**config.mk**
```make
export PLATFORM = sky130hd
export DESIGN_NAME = clic_vector
export DESIGN_NICKNAME = d
export VERILOG_FILES = /design/src/rtl/clic_vector_pkg.sv /design/src/rtl/clic_vector_cache.sv /design/src/rtl/clic_vector.sv
export SDC_FILE = /design/constraint.sdc
export NUM_CORES = 1
export LEC_CHECK = 0
export ABC_AREA = 1
export BUFFER_PORTS_ARGS = -buffer_cell sky130_fd_sc_hd__buf_4
export CORE_MARGIN = 2
export CORE_UTILIZATION = 40
export DETAILED_ROUTE_END_ITERATION = 7
export PLACE_DENSITY = 0.8
export SLEW_MARGIN = 20
export SYNTH_ARGS = -nofsm -noshare
export SYNTH_HDL_FRONTEND = slang
export SYNTH_SLANG_ARGS = --single-unit
```
**constraint.sdc**
```tcl
create_clock -name clock -period 1.6 [get_ports clock]
set_input_delay 0.48 -clock clock [delete_from_list [all_inputs] [get_ports clock]]
set_output_delay 0.48 -clock clock [all_outputs]
set_load 0.05 [all_outputs]
```
**src/rtl/clic_vector_pkg.sv**
```systemverilog
// Shared types and constants for the CLIC vector fetch unit.
package clic_vector_pkg;

  typedef enum logic [1:0] {
    ST_IDLE,
    ST_REQ,
    ST_WAIT,
    ST_DONE
  } clic_vector_state_type;

  localparam int unsigned TBL_ALIGN_BITS = 6;

  // Table base is forced to a 64-byte boundary; each entry is one 32-bit word.
  function automatic logic [31:0] vec_entry_addr(input logic [31:0] mtvt,
                                                 input logic [11:0] id);
    logic [31:0] base;
    base = mtvt & ~((32'd1 << TBL_ALIGN_BITS) - 32'd1);
    return base + {18'd0, id, 2'b00};
  endfunction

endpackage

```
**src/rtl/clic_vector_cache.sv**
```systemverilog
// Single-entry handler-PC cache {valid, id, mtvt, pc}; only built with CLIC_VECTOR_CACHE_EN.
module clic_vector_cache
  import clic_vector_pkg::*;
(
  input  logic        clock,
  input  logic        reset,
  input  logic [11:0] lookup_id_i,
  input  logic [31:0] lookup_mtvt_i,
  output logic        hit_o,
  output logic [31:0] hit_pc_o,
  input  logic        fill_i,
  input  logic [11:0] fill_id_i,
  input  logic [31:0] fill_mtvt_i,
  input  logic [31:0] fill_pc_i
);

  logic        valid_q;
  logic [11:0] id_q;
  logic [31:0] mtvt_q;
  logic [31:0] pc_q;
  logic [31:0] seen_mtvt_q;

  always_ff @(posedge clock or negedge reset) begin
    if (!reset) begin
      valid_q     <= 1'b0;
      id_q        <= '0;
      mtvt_q      <= '0;
      pc_q        <= '0;
      seen_mtvt_q <= '0;
    end else begin
      seen_mtvt_q <= lookup_mtvt_i;
      // A table move wins over a concurrent refill: the fetched word may be stale.
      if (lookup_mtvt_i != seen_mtvt_q) begin
        valid_q <= 1'b0;
      end else if (fill_i) begin
        valid_q <= 1'b1;
        id_q    <= fill_id_i;
        mtvt_q  <= fill_mtvt_i;
        pc_q    <= fill_pc_i;
      end
    end
  end

  assign hit_o    = valid_q && (id_q == lookup_id_i) && (mtvt_q == lookup_mtvt_i);
  assign hit_pc_o = pc_q;

endmodule

```
**src/rtl/clic_vector.sv**
```systemverilog
// CLIC vector fetch: latches a pending interrupt id, reads its handler PC from the
// vector table over the data bus and presents it to the core. Optional CLIC_VECTOR_CACHE_EN.
//
// state | meaning
// IDLE  | waiting for an enabled, pending, non-zero interrupt id
// REQ   | one-cycle bus read request to the table entry
// WAIT  | waiting for mem_ready
// DONE  | handler PC valid, held until vec_ack
module clic_vector
  import clic_vector_pkg::*;
(
  input  logic        reset,
  input  logic        clock,
  input  logic        vec_meip,
  input  logic [11:0] vec_meid,
  input  logic        vec_mie,
  input  logic [31:0] vec_mtvt,
  output logic        vec_valid,
  output logic [31:0] vec_pc,
  output logic [11:0] vec_id,
  input  logic        vec_ack,
  output logic        mem_valid,
  output logic        mem_instr,
  output logic [31:0] mem_addr,
  output logic [31:0] mem_wdata,
  output logic [3:0]  mem_wstrb,
  input  logic [31:0] mem_rdata,
  input  logic        mem_ready
);

  clic_vector_state_type state_q;
  logic [11:0] id_q;
  logic [31:0] pc_q;
  logic        valid_q;
  logic        mem_valid_q;
  logic [31:0] addr_q;

  logic        irq_take_d;
  logic [31:0] fetch_addr_d;
  logic [31:0] fetched_pc_d;
  logic        cache_hit;
  logic [31:0] cache_pc;

  assign irq_take_d   = vec_meip && vec_mie && (vec_meid != 12'd0);
  assign fetch_addr_d = vec_entry_addr(vec_mtvt, vec_meid);
  assign fetched_pc_d = mem_rdata & 32'hFFFF_FFFE;

`ifdef CLIC_VECTOR_CACHE_EN
  logic [31:0] mtvt_q;

  always_ff @(posedge clock or negedge reset) begin
    if (!reset) begin
      mtvt_q <= '0;
    end else if (state_q == ST_IDLE && irq_take_d) begin
      mtvt_q <= vec_mtvt;
    end
  end

  clic_vector_cache u_cache (
    .clock         (clock),
    .reset         (reset),
    .lookup_id_i   (vec_meid),
    .lookup_mtvt_i (vec_mtvt),
    .hit_o         (cache_hit),
    .hit_pc_o      (cache_pc),
    .fill_i        (state_q == ST_WAIT && mem_ready),
    .fill_id_i     (id_q),
    .fill_mtvt_i   (mtvt_q),
    .fill_pc_i     (fetched_pc_d)
  );
`else
  assign cache_hit = 1'b0;
  assign cache_pc  = '0;
`endif

  always_ff @(posedge clock or negedge reset) begin
    if (!reset) begin
      state_q     <= ST_IDLE;
      id_q        <= '0;
      pc_q        <= '0;
      valid_q     <= 1'b0;
      mem_valid_q <= 1'b0;
      addr_q      <= '0;
    end else begin
      case (state_q)
        ST_IDLE: begin
          if (irq_take_d) begin
            id_q <= vec_meid;
            if (cache_hit) begin
              pc_q    <= cache_pc;
              valid_q <= 1'b1;
              state_q <= ST_DONE;
            end else begin
              mem_valid_q <= 1'b1;
              addr_q      <= fetch_addr_d;
              state_q     <= ST_REQ;
            end
          end
        end
        ST_REQ: begin
          mem_valid_q <= 1'b0;
          state_q     <= ST_WAIT;
        end
        ST_WAIT: begin
          if (mem_ready) begin
            pc_q    <= fetched_pc_d;
            valid_q <= 1'b1;
            state_q <= ST_DONE;
          end
        end
        ST_DONE: begin
          // Leaving DONE always passes through IDLE before the next latch.
          if (vec_ack) begin
            valid_q <= 1'b0;
            state_q <= ST_IDLE;
          end
        end
        default: state_q <= ST_IDLE;
      endcase
    end
  end

  assign vec_valid = valid_q;
  assign vec_pc    = pc_q;
  assign vec_id    = id_q;
  assign mem_valid = mem_valid_q;
  assign mem_addr  = addr_q;
  assign mem_instr = 1'b0;
  assign mem_wdata = '0;
  assign mem_wstrb = '0;

endmodule

```
==> impl_metrics.ini <==
[status]
status = finished clean

[layout]
fin_area_sq_mm = 0.00598
diodes = 0
syn_to_final_growth_pct = 38.5
n_fill_cell = 925
layout_common_cells = 188 x nand2_1, 176 x buf_4, 73 x dfrtp_1
nNetsFinal = 806
drive_gt1_share_pct = 36.5
final_common_cell = nand2_1

[timing]
period_minus_slack_ns = 1.54
rsz0062_at_grt = yes
finalHoldViolations = 0
holdWs_ns = 0.0168
finalCritPeriodShare_pct = 96.1
finClkSkew_ns = 0.00616
maxSlewViolCount = 0
fmax_mhz = 650
setup_viol = 0

[grt]
overflow = 0
groute.usage.overall_pct = 18.8
grt_pass1_wl_microns = 17100
antenna_found_initial = 0
grtUsageMet3_pct = 2.72
grt_use_met2_pct = 34.1
grt_start_max_net_pins = 34
grt_pass1_vias = 3667
busiest_layer = met2
met1_usage_pct = 21.8

[pwr]
power_uw = 11800
powerDensity_mw_per_mm2 = 1980
p_sw_share_pct = 51.4
vdd_drop_max_mv = 1.29
p_sw_uw = 6090
pwr-share-comb_pct = 60.0
internal_power_uw = 5760
p_seq_share_pct = 27.7
p_leak_uw = 0.00323
p_clk_share_pct = 12.3

[worst_setup_path]
crit_path_cell_trace = buf_4, ha_4, inv_2, fa_2, nor2_2, o21ai_2, nand2_2, nand2_1, nand2_1, nand2_1, nand2_1, nand2_1
critPathMaxFanout = 5
cp_top_family = simple AND/OR/NAND/NOR gates
cp.arrival_ns = 1.78
rr_worst_depth = 5
critPathBufInv = 2
end_kind = flip-flop
crit_path_max_incr_delay_ns = 0.37
rrSetupSlack_ns = 0.12
cp-start-kind = input port
worstSetupPathType = input port to flip-flop
critPathMostFrequentCell = nand2_1
r2r_start = state_q[0]$_DFFE_PN0P_
crit_slowest_cell = fa_2
required_ns = 1.84
r2r-end = vec_pc[13]$_DFFE_PN0P_

[logic_synthesis]
ys_ff_latch = 73
synthesis.area_sq_mm = 0.00432
ys_seq_area_share_pct = 42.3
avgSynthCellArea_sq_um = 8.08
synth.distinct_cells = 30
ys_warn_count = 0
synthCells = 534

[floorplan]
die_w_microns = 108
die_h_microns = 108
start_util_pct = 41.4
io-pin-count = 197
core-area_sq_mm = 0.0104
core.rowCount = 37
dieArea_sq_mm = 0.0116

[clocking]
cts_root_buf = clkbuf_8
cts_tree = built
numCtsBuffers = 9
clock_latency_ns = 0.35
clock-sinks = 73
h-tree-depth = 3
clk_path_buf_depth = 2
clkTransAtPathRegs_ns = 0.08

[routing]
drc_errors = 0
first_iter_violations = 200
wl_microns = 11400
vias = 3939
drt-vias-per-instance = 4.62
wl_per_cell_microns = 13.4
dr.pass1.iters = 4
ant_nets = 0

[placement]
placed_area_sq_mm = 0.00571
portBuffers = 149
gp_congestion = 0.894
place_hpwl_microns = 9040

[min_path]
holdCritPathClass = input port to asynchronous set/reset pin

[flow_run]
maxCapViolations = 0
## worst reg2reg max path, cell delays in order (launching register included)
cell and delay, ns:
dfrtp_1 0.36, inv_1 0.07, ha_1 0.25, nand2_2 0.15, clkbuf_16 0.20, mux2_2 0.35
## power groups by stage
stage | Sequential [uW] | Combinational, uW | Clock, uW
after CTS | 3290 | 7060 | 1480
final | 3280 | 7100 | 1460
after global placement | 3250 | 6960 | 0
after global routing | 3380 | 7480 | 1550
after detailed placement | 3320 | 7050 | 0
after floorplan | 6270 | 1960 | 0
## metal layers
metal	up-vias	routed length (microns)
met5	-	0
met4	0	244
met3	20	732
met2	158	5740
met1	1809	4720
li1	1952	-
## logic make-up (layout without fill, tap and decap cells)
family          after synthesis  after routing  share of synthesized area [%]
compound gates               17             17                           2.06
flops                        73             73                           42.3
xor+xnor                      7              7                           1.42
mux                          31             31                           8.09
simple gates                287            288                           28.2
other cells                   1             40                         0.0869
buf+inv                     105            247                           13.9
fa+ha+maj                    13             13                           3.94
## per-stage QoR
step / TNS [ns] / utilization (%) / setup slack, ns / cells
detailed placement: -8.15 / 54.8 / -0.352 / 832
global placement: -6.95 / 54.8 / -0.324 / 832
floorplan: -0.309 / - / -0.0791 / 573
global route: -0.0382 / 57.4 / -0.0345 / 852
finish: 0 / 57.4 / 0.0622 / 852
CTS: 0 / 56.7 / 0.0114 / 848
## registers in the layout, summed over array words and instances, names as in the netlist
register / cells
vec_pc: 31
mem_addr: 26
vec_id: 12
state_q: 2
mem_valid: 1
vec_valid: 1
## worst max-delay path by stage
stage | start | end | slack [ns] | depth (start not counted)
after floorplan | vec_meid[4] | mem_addr[30]$_DFFE_PN0P_ | -0.08 | 11
after global placement | vec_meid[4] | mem_addr[30]$_DFFE_PN0P_ | -0.32 | 12
after detailed placement | vec_meid[4] | mem_addr[30]$_DFFE_PN0P_ | -0.35 | 12
after CTS | vec_meid[4] | mem_addr[30]$_DFFE_PN0P_ | 0.01 | 12
after global routing | vec_meid[9] | mem_addr[23]$_DFFE_PN0P_ | -0.03 | 10
final | vec_meid[4] | mem_addr[30]$_DFFE_PN0P_ | 0.06 | 12
## layout make-up
type | count | area (sq um) | share of cell area [%]
clock buffers | 12 | 145 | 2.43
clock inverters | 4 | 51.3 | 0.858
inverters | 50 | 188 | 3.14
multi-input cells | 396 | 2170 | 36.3
flip-flops and latches | 73 | 1830 | 30.6
well taps | 136 | 170 | 2.85
repair buffers | 181 | 1430 | 23.9
## Yosys cell counts
| cell | n | area [sq um] |
|---|---|---|
| nor2_1 | 33 | 124 |
| a21oi_1 | 2 | 10.0 |
| conb_1 | 1 | 3.75 |
| or2_1 | 1 | 6.26 |
| nand2_1 | 191 | 717 |
| o21a_1 | 1 | 7.51 |
| inv_2 | 3 | 11.3 |
| and3_1 | 1 | 6.26 |
| dfrtp_1 | 73 | 1830 |
| or2_2 | 2 | 12.5 |
| nor2_4 | 3 | 33.8 |
| ha_1 | 12 | 150 |
| fa_1 | 1 | 20.0 |
| xor2_1 | 2 | 17.5 |
| nand3b_1 | 2 | 15.0 |
| buf_4 | 47 | 353 |
| nand3_1 | 40 | 200 |
| nor2_2 | 1 | 6.26 |
| mux2_2 | 31 | 349 |
| and2_1 | 1 | 6.26 |
| nand4_1 | 5 | 31.3 |
| nand2_2 | 2 | 12.5 |
| o22ai_1 | 1 | 6.26 |
| xnor2_1 | 5 | 43.8 |
| buf_2 | 5 | 25.0 |
| buf_6 | 3 | 33.8 |
| nand3_2 | 4 | 40.0 |
| o21ai_0 | 13 | 65.1 |
| nor3_1 | 1 | 5.00 |
| inv_1 | 47 | 176 |
## timing repair
item	4_1_cts	5_1_grt
endpoints found under the setup margin	0	46
gates resized for setup	0	9
buffers inserted	0	2
hold buffers	0	0
Note: power is estimated with default switching activity, not from simulation.
